## src/rtl/mem_stage_lq_if.sv

```systemverilog
// mem_stage_lq_if: EXE->MEM issue bundle, data-SRAM response and MEM->WB result.
// master = EXE/memory/WB side (drives requests, responses, out_ready); slave = stage.
interface mem_stage_lq_if #(
    parameter int SIDE_W = 128
);
    logic              in_valid;
    logic              in_allowin;
    logic              in_wait;
    logic              in_res_from_mem;
    logic [3:0]        in_mem_op;
    logic [31:0]       in_alu_result;
    logic [SIDE_W-1:0] in_side;
    logic              data_data_ok;
    logic [31:0]       data_rdata;
    logic              out_valid;
    logic              out_ready;
    logic [31:0]       out_rf_wdata;
    logic [31:0]       out_alu_result;
    logic [SIDE_W-1:0] out_side;

    modport slave (
        input  in_valid, in_wait, in_res_from_mem, in_mem_op,
        input  in_alu_result, in_side,
        input  data_data_ok, data_rdata, out_ready,
        output in_allowin, out_valid, out_rf_wdata,
        output out_alu_result, out_side
    );

    modport master (
        output in_valid, in_wait, in_res_from_mem, in_mem_op,
        output in_alu_result, in_side,
        output data_data_ok, data_rdata, out_ready,
        input  in_allowin, out_valid, out_rf_wdata,
        input  out_alu_result, out_side
    );
endinterface

```

## src/rtl/mem_stage_lq.sv

```systemverilog
// mem_stage_lq: in-order load queue between EXE and WB with post-flush response discard.
// Ports: clk, resetn (sync, active-low), flush, bus (slave), lq_count, discard_cnt.
module mem_stage_lq #(
    parameter  int DEPTH  = 4,
    parameter  int SIDE_W = 128,
    localparam int PW     = $clog2(DEPTH),
    localparam int CW     = PW + 1
) (
    input  logic          clk,
    input  logic          resetn,
    input  logic          flush,
    mem_stage_lq_if.slave bus,
    output logic [CW-1:0] lq_count,
    output logic [CW-1:0] discard_cnt
);
    logic [DEPTH-1:0]  vld_q, vld_d, wt_q, wt_d;
    logic [DEPTH-1:0]  got_q, got_d, rfm_q, rfm_d;
    logic [3:0]        op_q   [DEPTH];
    logic [3:0]        op_d   [DEPTH];
    logic [31:0]       alu_q  [DEPTH];
    logic [31:0]       alu_d  [DEPTH];
    logic [31:0]       rdat_q [DEPTH];
    logic [31:0]       rdat_d [DEPTH];
    logic [SIDE_W-1:0] side_q [DEPTH];
    logic [SIDE_W-1:0] side_d [DEPTH];
    logic [PW-1:0]     head_q, head_d, tail_q, tail_d;
    logic [PW-1:0]     rsp_ptr_q, rsp_ptr_d;
    logic [CW-1:0]     cnt_q, cnt_d, disc_q, disc_d;

    logic [DEPTH-1:0] pend;
    logic [CW-1:0]    pend_cnt;
    logic             hit, drop, take, enq, deq;
    logic [PW-1:0]    hit_idx, idx;

    function automatic logic [31:0] extract(
        input logic [31:0] d,
        input logic [3:0]  op,
        input logic [1:0]  a
    );
        logic [7:0]  b;
        logic [15:0] h;
        b = d[{a, 3'b000} +: 8];
        h = a[1] ? d[31:16] : d[15:0];
        case (op)
            4'd0:    return {{24{b[7]}}, b};
            4'd8:    return {24'h0, b};
            4'd1:    return {{16{h[15]}}, h};
            4'd9:    return {16'h0, h};
            4'd2:    return d;
            default: return 32'h0;
        endcase
    endfunction

    assign bus.out_valid      = vld_q[head_q] & (~wt_q[head_q] | got_q[head_q]);
    assign bus.out_alu_result = alu_q[head_q];
    assign bus.out_side       = side_q[head_q];
    assign bus.out_rf_wdata   = rfm_q[head_q]
        ? extract(rdat_q[head_q], op_q[head_q], alu_q[head_q][1:0])
        : alu_q[head_q];
    assign bus.in_allowin = ~flush &
        (({1'b0, cnt_q} + {1'b0, disc_q}) < (CW+1)'(DEPTH));
    assign lq_count    = cnt_q;
    assign discard_cnt = disc_q;

    assign pend = vld_q & wt_q & ~got_q;
    assign enq  = bus.in_valid & bus.in_allowin;
    assign deq  = bus.out_valid & bus.out_ready & ~flush;
    assign drop = bus.data_data_ok & (disc_q != '0);
    assign take = bus.data_data_ok & ~drop & hit;

    // Everything between head and rsp_ptr is already resolved, so a circular
    // scan from rsp_ptr meets pending entries in program order.
    always_comb begin
        hit      = 1'b0;
        hit_idx  = rsp_ptr_q;
        idx      = rsp_ptr_q;
        pend_cnt = '0;
        for (int k = 0; k < DEPTH; k++) begin
            idx = rsp_ptr_q + PW'(k);
            if (!hit && pend[idx]) begin
                hit     = 1'b1;
                hit_idx = idx;
            end
            pend_cnt = pend_cnt + CW'(pend[k]);
        end
    end

    always_comb begin
        vld_d     = vld_q;
        wt_d      = wt_q;
        got_d     = got_q;
        rfm_d     = rfm_q;
        op_d      = op_q;
        alu_d     = alu_q;
        rdat_d    = rdat_q;
        side_d    = side_q;
        head_d    = head_q;
        tail_d    = tail_q;
        rsp_ptr_d = hit ? hit_idx : rsp_ptr_q;
        cnt_d     = cnt_q;
        disc_d    = disc_q - CW'(drop);
        if (take) begin
            got_d[hit_idx]  = 1'b1;
            rdat_d[hit_idx] = bus.data_rdata;
            rsp_ptr_d       = hit_idx + 1'b1;
        end
        if (flush) begin
            // A live-consumed response no longer counts as owed.
            vld_d     = '0;
            head_d    = '0;
            tail_d    = '0;
            rsp_ptr_d = '0;
            cnt_d     = '0;
            disc_d    = disc_q - CW'(drop) + pend_cnt - CW'(take);
        end else begin
            if (deq) begin
                vld_d[head_q] = 1'b0;
                head_d        = head_q + 1'b1;
            end
            if (enq) begin
                vld_d[tail_q]  = 1'b1;
                wt_d[tail_q]   = bus.in_wait;
                got_d[tail_q]  = 1'b0;
                rfm_d[tail_q]  = bus.in_res_from_mem;
                op_d[tail_q]   = bus.in_mem_op;
                alu_d[tail_q]  = bus.in_alu_result;
                rdat_d[tail_q] = 32'h0;
                side_d[tail_q] = bus.in_side;
                tail_d         = tail_q + 1'b1;
            end
            cnt_d = cnt_q + CW'(enq) - CW'(deq);
        end
    end

    always_ff @(posedge clk) begin
        if (!resetn) begin
            vld_q     <= '0;
            head_q    <= '0;
            tail_q    <= '0;
            rsp_ptr_q <= '0;
            cnt_q     <= '0;
            disc_q    <= '0;
        end else begin
            vld_q     <= vld_d;
            head_q    <= head_d;
            tail_q    <= tail_d;
            rsp_ptr_q <= rsp_ptr_d;
            cnt_q     <= cnt_d;
            disc_q    <= disc_d;
        end
    end

    // Payload needs no reset: it is only observed through a valid entry.
    always_ff @(posedge clk) begin
        wt_q   <= wt_d;
        got_q  <= got_d;
        rfm_q  <= rfm_d;
        op_q   <= op_d;
        alu_q  <= alu_d;
        rdat_q <= rdat_d;
        side_q <= side_d;
    end
endmodule

```

## src/flat_wrapper.sv

```systemverilog
// flat-port wrapper written by rule: the top's interface ports become plain ports
module mem_stage_lq_flat 
#(
    parameter  int DEPTH  = 4,
    parameter  int SIDE_W = 128,
    localparam int PW     = $clog2(DEPTH),
    localparam int CW     = PW + 1
)
  (clk, resetn, flush, lq_count, discard_cnt, bus_in_valid, bus_in_wait, bus_in_res_from_mem, bus_in_mem_op, bus_in_alu_result, bus_in_side, bus_data_data_ok, bus_data_rdata, bus_out_ready, bus_in_allowin, bus_out_valid, bus_out_rf_wdata, bus_out_alu_result, bus_out_side);
  mem_stage_lq_if #(.SIDE_W(SIDE_W)) bus_i ();
  input  logic clk;
  input  logic resetn;
  input  logic flush;
  output logic [CW-1:0] lq_count;
  output logic [CW-1:0] discard_cnt;
  input wire logic [$bits(bus_i.in_valid)-1:0] bus_in_valid;
  input wire logic [$bits(bus_i.in_wait)-1:0] bus_in_wait;
  input wire logic [$bits(bus_i.in_res_from_mem)-1:0] bus_in_res_from_mem;
  input wire logic [$bits(bus_i.in_mem_op)-1:0] bus_in_mem_op;
  input wire logic [$bits(bus_i.in_alu_result)-1:0] bus_in_alu_result;
  input wire logic [$bits(bus_i.in_side)-1:0] bus_in_side;
  input wire logic [$bits(bus_i.data_data_ok)-1:0] bus_data_data_ok;
  input wire logic [$bits(bus_i.data_rdata)-1:0] bus_data_rdata;
  input wire logic [$bits(bus_i.out_ready)-1:0] bus_out_ready;
  output wire logic [$bits(bus_i.in_allowin)-1:0] bus_in_allowin;
  output wire logic [$bits(bus_i.out_valid)-1:0] bus_out_valid;
  output wire logic [$bits(bus_i.out_rf_wdata)-1:0] bus_out_rf_wdata;
  output wire logic [$bits(bus_i.out_alu_result)-1:0] bus_out_alu_result;
  output wire logic [$bits(bus_i.out_side)-1:0] bus_out_side;
  assign bus_i.in_valid = bus_in_valid;
  assign bus_i.in_wait = bus_in_wait;
  assign bus_i.in_res_from_mem = bus_in_res_from_mem;
  assign bus_i.in_mem_op = bus_in_mem_op;
  assign bus_i.in_alu_result = bus_in_alu_result;
  assign bus_i.in_side = bus_in_side;
  assign bus_i.data_data_ok = bus_data_data_ok;
  assign bus_i.data_rdata = bus_data_rdata;
  assign bus_i.out_ready = bus_out_ready;
  assign bus_in_allowin = bus_i.in_allowin;
  assign bus_out_valid = bus_i.out_valid;
  assign bus_out_rf_wdata = bus_i.out_rf_wdata;
  assign bus_out_alu_result = bus_i.out_alu_result;
  assign bus_out_side = bus_i.out_side;
  mem_stage_lq #(.DEPTH(DEPTH), .SIDE_W(SIDE_W)) u_core (.clk(clk), .resetn(resetn), .flush(flush), .bus(bus_i), .lq_count(lq_count), .discard_cnt(discard_cnt));
endmodule
```

## config.mk

```make
export PLATFORM = sky130hd
export DESIGN_NAME = mem_stage_lq_flat
export DESIGN_NICKNAME = d
export VERILOG_FILES = /design/src/rtl/mem_stage_lq_if.sv /design/src/rtl/mem_stage_lq.sv /design/src/flat_wrapper.sv
export SDC_FILE = /design/constraint.sdc
export NUM_CORES = 1
export LEC_CHECK = 0
export CAP_MARGIN = 10
export CORE_AREA = 10 10 250 252
export CTS_CLUSTER_DIAMETER = 80
export DETAILED_ROUTE_END_ITERATION = 16
export DIE_AREA = 0 0 260 262
export GPL_TIMING_DRIVEN = 0
export PLACE_DENSITY = 0.81
export SLEW_MARGIN = 15
export SYNTH_ARGS = -nofsm -noshare
export SYNTH_HDL_FRONTEND = slang
export SYNTH_SLANG_ARGS = --single-unit
```

## constraint.sdc

```tcl
create_clock -name clk -period 8.5 [get_ports clk]
set_input_delay 1.275 -clock clk [delete_from_list [all_inputs] [get_ports clk]]
set_output_delay 1.275 -clock clk [all_outputs]
set_load 0.02 [all_outputs]
```

==> out/summary.txt <==
CP Launch Type: register
First-pass GRT wire length: 123300 um
Count of cell types in the netlist: 57
Worst slew margin: 0.4503
Die Y: 262 um
Worst slew pin tran: 824.5 ps
Count leader, synth: edfxtp_1
Layout area overhead: 25.96%
Final #Nets: 2479
CP max stage delay: 670 ps
Combinational group share of total power: 0.092
Yosys top cell by area: edfxtp_1
Max cap viols: 0
Ys flop type: edfxtp_1
Power share of the clock group: 0.407
Worst hold-check path type: reg2reg
Die Width: 260 um
Clock buffer depth: 3
CTS HTree Levels: 3
CTS resizes: 0
Die area: 68120 sq um
Post-CTS Setup Inserts: 0
DRC viols: 0
Ys Warns: 0
CP Cell Sequence: buf_2 -> buf_2 -> buf_4 -> buf_4 -> clkbuf_1 -> clkbuf_1 -> mux4_2 -> clkdlybuf4s50_1
PortBufs: 402
List of most frequent post-synthesis cells: edfxtp_1 (664), nand2_1 (275), mux4_2 (197), a21oi_1 (150), dfxtp_1 (148)
Status: finished clean
Synth Area per Inst: 17.93 sq um
Synthesized flop and latch total: 812
CTS sink count: 812
Final setup TNS: 0 ps
Psw: 0.001979 W
CTS Buf Count: 80
Worst Path Buf+Inv: 7
Iter 0 DRT Violations: 1762
P_int: 0.006920 W
Peak supply drop: 0.1966 mV
Endpoints failing hold: 0
CP endpoint kind: output pin
Minimum clock period: 6160 ps
Setup Viol. Count Final: 0
Cells after Synth: 1747
Setup Crit Path Kind: reg2out
Post-synth EDFFs: 664
Final worst path period share: 0.7247
Area of the multi-input gates: 7812 sq um
Hpwl dp: 57030 um
Clock root cell: clkbuf_16
WP data arrival: 4880 ps
Row Count: 88
Final WL: 84000 um
Sequential share of power: 0.501
Layout cells sized above 1: 0.1728
Final setup margin: 2340 ps
Synth Net Count: 1977
Initial antenna violation count: 16
RSZ-0062 raised after global routing: false
Clock latency on the worst-skew pair: 630 ps
Gr ovfl total: 0
# fillers: 3632
Total track usage: 0.2444
PD cells: 225.6 nW/um^2
Largest net degree at the start of global routing: 48
Synth area leaders: edfxtp_1 (64%), mux4_2 (14%), dfxtp_1 (9.5%), nand2_1 (3.3%), a21oi_1 (2.4%)
Clock transition at the registers of the reported paths: 60 ps
Top Ports: 404
Post-synthesis sequential area ratio: 0.7313
Top cell type's share of synthesized area: 0.6367
Vias in the first global route: 18910
CTS tree: yes
Starting Density: 0.5459
Via count: 18490
DR vias/cell: 5.987
GPL Wtd Cong: 0.8649
CP Max Fanout: 10
Dpl ws: 3056 ps
Post-CTS Hold Buffers: 0
CP max-delay cell: clkbuf_1
Synthesized area: 31320 sq um
Leakage dissipation: 12.72 nW
Worst Path Required: 7220 ps
Max Fclk: 162.3 MHz
Ys async rst share: 0
Clock skew: 19.25 ps
Core area: 57370 sq um
1st-pass router iterations: 6
Sw frac: 0.2224
Max Slew Vio Count: 0
Register area: 22900 sq um
Post-route ant nets: 0
CP delay by family, top: buffers and inverters
WL per Instance: 27.19 um
-- worst min-delay path, stage by stage (launching register included) --
cell and delay [ps]:
dfxtp_1 310, nand2_1 50, a21oi_1 50
-- stage by stage --
step                      hold slack (ps)  utilization  std cells  cell area [sq um]  total power, W
after global placement              438.5       0.6327       2914              36300        0.005353
after floorplan                     431.5            -       1747              31320        0.004932
after CTS                           455.3       0.6872       3080              39420        0.008956
after global routing                469.9       0.6876       3088              39440        0.009156
final                               456.9       0.6876       3089              39450        0.008899
after detailed placement            447.2       0.6403       2932              36730        0.005355
-- sequential cells by signal, summed over array words and instances, names as in the netlist, 3 cells and up --
| name | flops |
|---|---|
| u_core.lq_count | 3 |
| u_core.discard_cnt | 3 |
| u_core.rfm_q | 4 |
| u_core.got_q | 4 |
| u_core.rdat_q | 128 |
| u_core.side_q | 512 |
| u_core.vld_q | 4 |
| u_core.op_q | 16 |
| u_core.alu_q | 128 |
| u_core.wt_q | 4 |
-- layout make-up --
type,instances,share of cell area
plain buffers,102,0.01316
well taps,765,0.02427
clock buffers,98,0.05456
clock inverters,50,0.01364
diodes,9,0.0005710
flip-flops and latches,812,0.5806
inverters,26,0.002474
repair buffers,420,0.1127
multi-input cells,807,0.1981
-- power groups by stage --
stage / logic, W / registers, W / clock network [W]
2_1_floorplan: 0.000376 / 0.00456 / 0
3_3_place_gp: 0.000782 / 0.00457 / 0
3_5_place_dp: 0.000817 / 0.00454 / 0
4_1_cts: 0.000826 / 0.00446 / 0.00368
5_1_grt: 0.000869 / 0.00446 / 0.00383
6_report: 0.000821 / 0.00446 / 0.00362
-- cells by family (layout without fill, tap and decap cells) --
family	Yosys count	in the layout	synth area share
buf+inv	128	696	0.01922
flops	812	812	0.7313
fa+ha+maj	26	26	0.01111
compound gates	209	209	0.03995
xor+xnor	8	8	0.002237
mux	211	211	0.1479
other cells	0	9	0
simple gates	353	353	0.04822
-- per-layer routing --
layer	vias to the layer above	wire, um	GRT usage
met4	12	3112	0.1038
met3	196	8068	0.06532
li1	7902	-	-
met2	981	43140	0.4120
met5	-	83	0
met1	9402	29600	0.2953
-- cells in the final DEF (no fill, tap or decap), drive strengths merged, types with 5 or more instances in the layout --
master         Yosys  final
edfxtp           664    664
clkdlybuf4s50      0    402
nand2            275    275
mux4             200    200
a21oi            151    151
dfxtp            148    148
clkbuf            47    145
buf               55     73
inv               26     32
clkinv             0     32
nor2              27     27
ha                23     23
a221o             17     17
o21ai             12     12
bufinv             0     10
diode              0      9
a22oi              9      9
o221ai             9      9
and2               8      8
mux2               6      6
nor2b              5      5
mux2i              5      5
nor3b              5      5
nand4              5      5
xnor2              5      5
-- path summary, 6_finish.rpt --
kind	start	to	slack (ps)	depth (start not counted)
worst max-delay path	u_core.head_q[1]	bus_out_side[53]	2340	8
worst min register to register	u_core.rdat_q[5]	u_core.rdat_q[5]	460	2
worst max register to register	u_core.head_q[1]	u_core.lq_count[2]	4190	16
worst min-delay path	u_core.rdat_q[5]	u_core.rdat_q[5]	460	2
(Power assumes the default switching activity.)
